**src/rtl/spi_slave_frame.sv**
```systemverilog
`default_nettype none
// ============================================================================
// Module   : spi_slave_frame
// Summary  : SPI slave framing a serial master onto a RAM command/data port.
//            One MOSI bit per clk while SS_n is low. A selector bit picks
//            write or read. Reads use a two-frame address/data handshake.
//            Read data waits for tx_valid before it is shifted out on MISO.
// Revision : 1.0 - initial release
// ============================================================================
module spi_slave_frame #(
  parameter int DATA_W    = 8,
  parameter int CMD_W     = 2,
  parameter bit MSB_FIRST = 1'b1
) (
  input  logic                      clk,
  input  logic                      rst_n,
  input  logic                      SS_n,
  input  logic                      MOSI,
  output logic                      MISO,
  output logic [CMD_W+DATA_W-1:0]   rx_data,
  output logic                      rx_valid,
  input  logic [DATA_W-1:0]         tx_data,
  input  logic                      tx_valid,
  output logic                      frame_err,
  output logic                      busy
);

  localparam int FRAME_W = CMD_W + DATA_W;
  localparam int CNT_W   = $clog2(FRAME_W + 1);
  localparam int TXS_W   = DATA_W - 1;

  // Counter value while the final frame bit is on MOSI.
  localparam logic [CNT_W-1:0] RX_LAST = CNT_W'(FRAME_W - 1);
  // Counter value once every read bit has been presented on MISO.
  localparam logic [CNT_W-1:0] TX_END  = CNT_W'(DATA_W);

  typedef enum logic [2:0] {
    IDLE      = 3'd0,
    CHK_CMD   = 3'd1,
    WRITE     = 3'd2,
    READ_ADD  = 3'd3,
    READ_DATA = 3'd4,
    WAIT_TX   = 3'd5,
    TX        = 3'd6,
    DONE      = 3'd7
  } state_e;

  state_e                 state_q, state_d;
  logic [CNT_W-1:0]       cnt_q, cnt_d;
  logic [FRAME_W-2:0]     rx_shift_q, rx_shift_d;
  logic [FRAME_W-1:0]     rx_data_q, rx_data_d;
  logic                   rx_valid_q, rx_valid_d;
  logic                   frame_err_q, frame_err_d;
  logic [TXS_W-1:0]       tx_shift_q, tx_shift_d;
  logic                   miso_q, miso_d;
  logic                   addr_pending_q, addr_pending_d;

  // Bit-order dependent views of the shift registers. The receive register
  // only keeps the FRAME_W-1 earlier bits; the live MOSI bit completes the
  // word. The transmit register only keeps the bits not yet on MISO.
  logic [FRAME_W-1:0]     w_rx_word;
  logic [FRAME_W-2:0]     w_rx_keep;
  logic                   w_tx_first;
  logic [TXS_W-1:0]       w_tx_load;
  logic                   w_tx_bit;
  logic [TXS_W-1:0]       w_tx_rest;

  generate
    if (MSB_FIRST) begin : g_msb_first
      assign w_rx_word  = {rx_shift_q, MOSI};
      assign w_rx_keep  = w_rx_word[FRAME_W-2:0];
      assign w_tx_first = tx_data[DATA_W-1];
      assign w_tx_load  = tx_data[DATA_W-2:0];
      assign w_tx_bit   = tx_shift_q[TXS_W-1];
      assign w_tx_rest  = tx_shift_q << 1;
    end else begin : g_lsb_first
      assign w_rx_word  = {MOSI, rx_shift_q};
      assign w_rx_keep  = w_rx_word[FRAME_W-1:1];
      assign w_tx_first = tx_data[0];
      assign w_tx_load  = tx_data[DATA_W-1:1];
      assign w_tx_bit   = tx_shift_q[0];
      assign w_tx_rest  = tx_shift_q >> 1;
    end
  endgenerate

  // State and datapath registers with synchronous active-low reset.
  always_ff @(posedge clk) begin
    if (!rst_n) begin
      state_q        <= IDLE;
      cnt_q          <= '0;
      rx_shift_q     <= '0;
      rx_data_q      <= '0;
      rx_valid_q     <= 1'b0;
      frame_err_q    <= 1'b0;
      tx_shift_q     <= '0;
      miso_q         <= 1'b0;
      addr_pending_q <= 1'b0;
    end else begin
      state_q        <= state_d;
      cnt_q          <= cnt_d;
      rx_shift_q     <= rx_shift_d;
      rx_data_q      <= rx_data_d;
      rx_valid_q     <= rx_valid_d;
      frame_err_q    <= frame_err_d;
      tx_shift_q     <= tx_shift_d;
      miso_q         <= miso_d;
      addr_pending_q <= addr_pending_d;
    end
  end

  // Next-state and datapath update; pulses and MISO default low every cycle.
  always_comb begin
    state_d        = state_q;
    cnt_d          = cnt_q;
    rx_shift_d     = rx_shift_q;
    rx_data_d      = rx_data_q;
    rx_valid_d     = 1'b0;
    frame_err_d    = 1'b0;
    tx_shift_d     = tx_shift_q;
    miso_d         = 1'b0;
    addr_pending_d = addr_pending_q;

    case (state_q)
      IDLE: begin
        cnt_d = '0;
        if (!SS_n) begin
          state_d = CHK_CMD;
        end
      end

      CHK_CMD: begin
        cnt_d = '0;
        if (SS_n) begin
          state_d     = IDLE;
          frame_err_d = 1'b1;
        end else if (!MOSI) begin
          state_d = WRITE;
        end else if (addr_pending_q) begin
          state_d = READ_DATA;
        end else begin
          state_d = READ_ADD;
        end
      end

      WRITE, READ_ADD, READ_DATA: begin
        rx_shift_d = w_rx_keep;
        if (cnt_q == RX_LAST) begin
          // Completion takes priority over a simultaneous SS_n rise.
          rx_data_d  = w_rx_word;
          rx_valid_d = 1'b1;
          cnt_d      = '0;
          if (state_q == WRITE) begin
            state_d = DONE;
          end else if (state_q == READ_ADD) begin
            state_d        = DONE;
            addr_pending_d = 1'b1;
          end else begin
            state_d        = WAIT_TX;
            addr_pending_d = 1'b0;
          end
          if (SS_n) begin
            state_d = IDLE;
          end
        end else if (SS_n) begin
          state_d     = IDLE;
          frame_err_d = 1'b1;
          cnt_d       = '0;
          rx_shift_d  = '0;
        end else begin
          cnt_d = cnt_q + 1'b1;
        end
      end

      WAIT_TX: begin
        if (SS_n) begin
          state_d     = IDLE;
          frame_err_d = 1'b1;
          cnt_d       = '0;
        end else if (tx_valid) begin
          // First bit goes out right away; the rest wait in tx_shift.
          tx_shift_d = w_tx_load;
          miso_d     = w_tx_first;
          cnt_d      = CNT_W'(1);
          state_d    = TX;
        end
      end

      TX: begin
        if (cnt_q == TX_END) begin
          cnt_d   = '0;
          state_d = DONE;
        end else if (SS_n) begin
          state_d     = IDLE;
          frame_err_d = 1'b1;
          cnt_d       = '0;
          tx_shift_d  = '0;
        end else begin
          miso_d     = w_tx_bit;
          tx_shift_d = w_tx_rest;
          cnt_d      = cnt_q + 1'b1;
        end
      end

      DONE: begin
        cnt_d = '0;
        if (SS_n) begin
          state_d = IDLE;
        end
      end

      default: begin
        state_d = IDLE;
        cnt_d   = '0;
      end
    endcase
  end

  assign MISO      = miso_q;
  assign rx_data   = rx_data_q;
  assign rx_valid  = rx_valid_q;
  assign frame_err = frame_err_q;
  assign busy      = (state_q != IDLE);

endmodule
`default_nettype wire

```
**config.mk**
```make
export PLATFORM = sky130hd
export DESIGN_NAME = spi_slave_frame
export DESIGN_NICKNAME = d
export VERILOG_FILES = /design/src/rtl/spi_slave_frame.sv
export SDC_FILE = /design/constraint.sdc
export NUM_CORES = 1
export LEC_CHECK = 0
export ABC_AREA = 1
export BUFFER_PORTS_ARGS = -buffer_cell sky130_fd_sc_hd__clkbuf_2
export CORE_MARGIN = 2
export CORE_UTILIZATION = 59
export CTS_BUF_LIST = sky130_fd_sc_hd__clkbuf_8
export CTS_CLUSTER_SIZE = 40
export DETAILED_ROUTE_END_ITERATION = 7
export GPL_TIMING_DRIVEN = 0
export PLACE_DENSITY = 0.82
export SLEW_MARGIN = 20
export SYNTH_ARGS = -nofsm -noshare
export SYNTH_HDL_FRONTEND = slang
export SYNTH_SLANG_ARGS = --single-unit
```
**constraint.sdc**
```tcl
create_clock -name clk -period 2.05 [get_ports clk]
set_clock_uncertainty 0.05 [all_clocks]
set_input_delay 0.1025 -clock clk [delete_from_list [all_inputs] [get_ports clk]]
set_output_delay 0.1025 -clock clk [all_outputs]
set_load 0.005 [all_outputs]
```
Word level (Yosys, flattened, before mapping):

Cells that the tools add are included.
W data, S select, Z words.

* flip-flop bits (word level): 37
* latch bits: 0
* bits in writable memories: 0
* bits in read-only memories: 0
* bits of input ports: 13
* logic and storage cells: 73
* memories: 0

* add/sub/neg operators: 1
* $mul: 0
* div/mod/pow operators: 0
* order comparisons: 0
* equality and inequality tests: 14
* shift-type cells: 0
* muxes and demuxes: 37
* bitwise operators: 1
* reductions and logical operators: 11

Operators with widths (count)
* $mux W3: 10
* $mux W7: 4
* $mux W4: 5
* $mux W9: 2
* $pmux W3 S6: 1
* $pmux W4 S4: 1
* $pmux W7 S2: 1
* $eq A3 B3 Y1 const B: 4
* $mux W1: 9
* $eq A4 B4 Y1 const B: 2
* $ne A2 B2 Y1 const B: 4
* $eq A3 B2 Y1 const B: 2
* $reduce_and A2 Y1: 3
* $reduce_or A3 Y1: 2
* $add A4 B1 Y4 const B: 1
* $mux W2: 2
* $reduce_and A4 Y1: 1
* $eq A3 B1 Y1 const B: 1
* $logic_not A3 Y1: 1
* $ne A3 B3 Y1 const B: 1
* $pmux W1 S3: 1
* $reduce_and A3 Y1: 1
* $reduce_bool A3 Y1: 1
* $pmux W1 S2: 1
* 3 further kinds: 3

Longest topological paths before layout:

* word-level depth: 6
* gate-level depth with buffers: 10
* depth with buffers taken out: 9

Least setup slack after synthesis:

Ideal clock, no wire load.

* path kind: reg-to-reg
* start point: register cnt_q[0]
* end point: register tx_shift_q[1]
* setup time: 0.113 ns
* arrival: 1.261 ns
* setup slack: 0.626 ns
* cell stages (with the launch flop): 10
* buffers on the path: 1
* period minus slack after synthesis: 1.424 ns
* cells stage by stage: dfxtp_1 > inv_1 > ha_1 > nand3_1 > inv_1 > nand2_2 > nand3_2 > buf_6 > nor2_1 > nor2_1

* longest elaborated chain between the ends: 3

RTL lines
* from (decl): RTL line 49 `logic [CNT_W-1:0] cnt_q, cnt_d;`
* from (signal assigned): RTL line 100 `cnt_q <= cnt_d;`
* $eq A4 B4 Y1: RTL line 189 `if (cnt_q == TX_END) begin`
* $ne A2 B2 Y1 (no line)
* $reduce_and A4 Y1 (no line)
* to (signal assigned): RTL line 105 `tx_shift_q <= tx_shift_d;`
* to (decl): RTL line 54 `logic [TXS_W-1:0] tx_shift_q, tx_shift_d;`

Every way passes these cells.
A chain may end at the register's enable or synchronous reset.

Final worst setup path:

* start point: register cnt_q[1]
* end point: register rx_data_q[7], in the netlist rx_data[7]

* longest elaborated chain between the ends: 2

RTL lines
* $eq A4 B4 Y1: RTL line 147 `if (cnt_q == RX_LAST) begin`
* $reduce_and A2 Y1 (no line)
* to (signal assigned): RTL line 102 `rx_data_q <= rx_data_d;`
* to (decl): RTL line 51 `logic [FRAME_W-1:0] rx_data_q, rx_data_d;`

Every way passes these cells.

==> results.sh <==
export IMPL_io_pins=27
export IMPL_drv_slew=0
export IMPL_slew_headroom_pct=66.0
export IMPL_cp_data_required_time_ns=2.23
export IMPL_grt_antenna_before_repair=0
export IMPL_start_util_pct=61.3
export IMPL_synth_seq_cells=37
export IMPL_status="completed"
export IMPL_cts_tree="yes"
export IMPL_crit_type="reg -> reg"
export IMPL_hp_class="in -> reg"
export IMPL_area_growth_pct=15.9
export IMPL_placementRows=20
export IMPL_cts_inserted_buffers=5
export IMPL_synth_compound_area_share_pct=8.42
export IMPL_htree_levels=2
export IMPL_drt_wl_total_mm=4.05
export IMPL_cts_resized=0
export IMPL_worstMarginPinSlew_ns=0.510
export IMPL_rsz0062_at_grt="no"
export IMPL_power_density_nw_per_um2=690
export IMPL_power_switching_share_pct=24.2
export IMPL_setup_viol=0
export IMPL_pwr_share_seq_pct=49.0
export IMPL_die_x_um=60.1
export IMPL_cp_max_fo=10
export IMPL_layout_drive_gt1_share_pct=17.9
export IMPL_fin_util_pct=71.1
export IMPL_muxShareOfSynthArea_pct=0
export IMPL_max_clock_freq_mhz=600
export IMPL_postCtsHoldBufs=0
export IMPL_hold_viol=0
export IMPL_syn_num_nets=296
export IMPL_p_total_mw=1.48
export IMPL_yosys_warnings=0
export IMPL_power_frac_comb_pct=7.6
export IMPL_endpoint_kind="flip-flop"
export IMPL_vias_per_cell=5.01
export IMPL_finalCriticalPeriod_ns=1.67
export IMPL_cp_start_kind="flip-flop"
export IMPL_power_net_switching_mw=0.359
export IMPL_timing_final_crit_share_pct=81.3
export IMPL_grtUsageTotal_pct=25.1
export IMPL_clkPwrFrac_pct=43.5
export IMPL_clk_latency_ns=0.30
export IMPL_gp_congestion=0.889
export IMPL_grt_pass1_vias=1528
export IMPL_intPower_mw=1.13
export IMPL_avgSynthCellArea_um2=6.63
export IMPL_vdd_drop_max_uv=500
export IMPL_grt_start_max_net_pins=14
export IMPL_clkTransAtPathRegs_ns=0.08
export IMPL_synthCells=280
export IMPL_placed_area_um2=2040
export IMPL_synth_xor_area_share_pct=0
export IMPL_antenna_cells=0
export IMPL_synth_simple_area_share_pct=39.0
export IMPL_cts_setup_buffers=0
export IMPL_grt_overflow=0
export IMPL_synthAdderAreaFrac_pct=2.02
export IMPL_ys_types=20
export IMPL_synth_top_family_by_area="simple AND/OR/NAND/NOR gates"
export IMPL_via_count=1790
export IMPL_core_um2=3030
export IMPL_tns_ns=0
export IMPL_ant_nets=0
export IMPL_fp_dieH_um=60.1
export IMPL_fin_nets=328
export IMPL_design_area_um2=2150
export IMPL_die_area_um2=3610
export IMPL_grt_pass1_wl_mm=6.78
export IMPL_io_buffers=25
export IMPL_root_buffer="clkbuf_8"
export IMPL_dr_first_iter_drc_count=140
export IMPL_leakage_nw=1.02
export IMPL_drc=0
export IMPL_hpwl_mm=2.86
export IMPL_seq_area_frac_synth_pct=39.9
export IMPL_cts_buffer_depth=2
export IMPL_first_pass_iters=4
export IMPL_crit_arrival_ns=1.85
export IMPL_detail_route_wl_per_cell_um=11.3
export IMPL_clock_sinks=37
export IMPL_drv_cap=0
export IMPL_netlist_area_um2=1860
-- metal layers --
metal	vias up	global-route usage (%)	wire length [um]
met2	51	39.8	1870
met3	7	4.55	192
li1	950	-	-
met5	-	0	0
met1	782	32.9	1920
met4	0	11.7	66
-- power groups by stage --
stage               Clock (mW)  Sequential (mW)  Combinational (mW)
global route             0.677            0.727               0.125
CTS                      0.644            0.727               0.111
detailed placement           0            0.744               0.111
floorplan                    0            0.743              0.0767
global placement             0            0.743               0.110
finish                   0.646            0.727               0.112
-- path summary, 6_finish.rpt --
kind,start,to,slack [ns],cells past startpoint
worst max-delay path,cnt_q[1],rx_data[7],0.38,7
worst min-delay path,tx_data[7],MISO,0.02,3
worst max register to register,cnt_q[1],rx_data[7],0.38,7
worst min register to register,rx_data[8],rx_data[8],0.41,2
-- synthesized netlist by cell type --
library cell / instances / area (um2)
buf_2: 2 / 10.0
inv_2: 4 / 15.0
nand2_1: 88 / 330
nor2_4: 3 / 33.8
clkbuf_1: 2 / 7.51
a31oi_1: 1 / 6.26
inv_1: 27 / 101
ha_1: 3 / 37.5
a21oi_1: 26 / 130
nor2_2: 3 / 18.8
nand3_2: 1 / 10.0
nand2_2: 3 / 18.8
dfxtp_1: 37 / 741
o21ai_0: 3 / 15.0
buf_6: 3 / 33.8
nand4_1: 3 / 18.8
nand3_1: 37 / 185
buf_4: 4 / 30.0
nor2_1: 29 / 109
o21ai_1: 1 / 5.00
-- layout by cell type (no fill, tap or decap), drive strengths merged --
master,Yosys,final
bufinv,0,1
nand2,91,91
inv,31,31
o21ai,4,4
clkinvlp,0,1
nor2,35,35
dfxtp,37,37
nand3,38,38
clkinv,0,1
nand4,3,3
buf,9,9
ha,3,3
clkbuf,2,32
a21oi,26,26
a31oi,1,1
-- flip-flops by register name, indices dropped and copies added, names as in the netlist --
name and cells:
cnt_q 4, frame_err 1, tx_shift_q 7, addr_pending_q 1, MISO 1, state_q 3
rx_shift_q 9, rx_valid 1, rx_data 10
-- through the flow --
step                      hold slack, ns  setup WS (ns)  instances
after floorplan                    0.175          0.626        280
after global placement             0.310          0.455        349
after detailed placement           0.327          0.404        349
after CTS                         0.0137          0.391        357
after global routing              0.0659          0.246        357
final                             0.0219          0.384        357
-- critical path, stage by stage, from the launching register on --
cell     delay [ns]
dfxtp_1        0.35
inv_1          0.09
ha_1           0.14
nand3_1        0.21
inv_1          0.23
buf_2          0.26
nand3_1        0.12
a21oi_1        0.17
-- logic make-up (layout without fill, tap and decap cells) --
kind of cell / after synthesis / in the layout
and+or+nand+nor: 167 / 167
buffers and inverters: 42 / 75
DFF: 37 / 37
AOI/OAI and AO/OA: 31 / 31
adders and majority gates: 3 / 3
-- cell type report --
| class | count | area (um2) |
|---|---|---|
| tap | 44 | 55.1 |
| clock inverter | 3 | 46.3 |
| clock buffer | 5 | 68.8 |
| buffer | 11 | 81.3 |
| fill | 278 | 876 |
| multi-input combinational | 201 | 918 |
| inverter | 31 | 116 |
| sequential | 37 | 741 |
| timing repair buffer | 25 | 125 |
(Power assumes the default switching activity.)
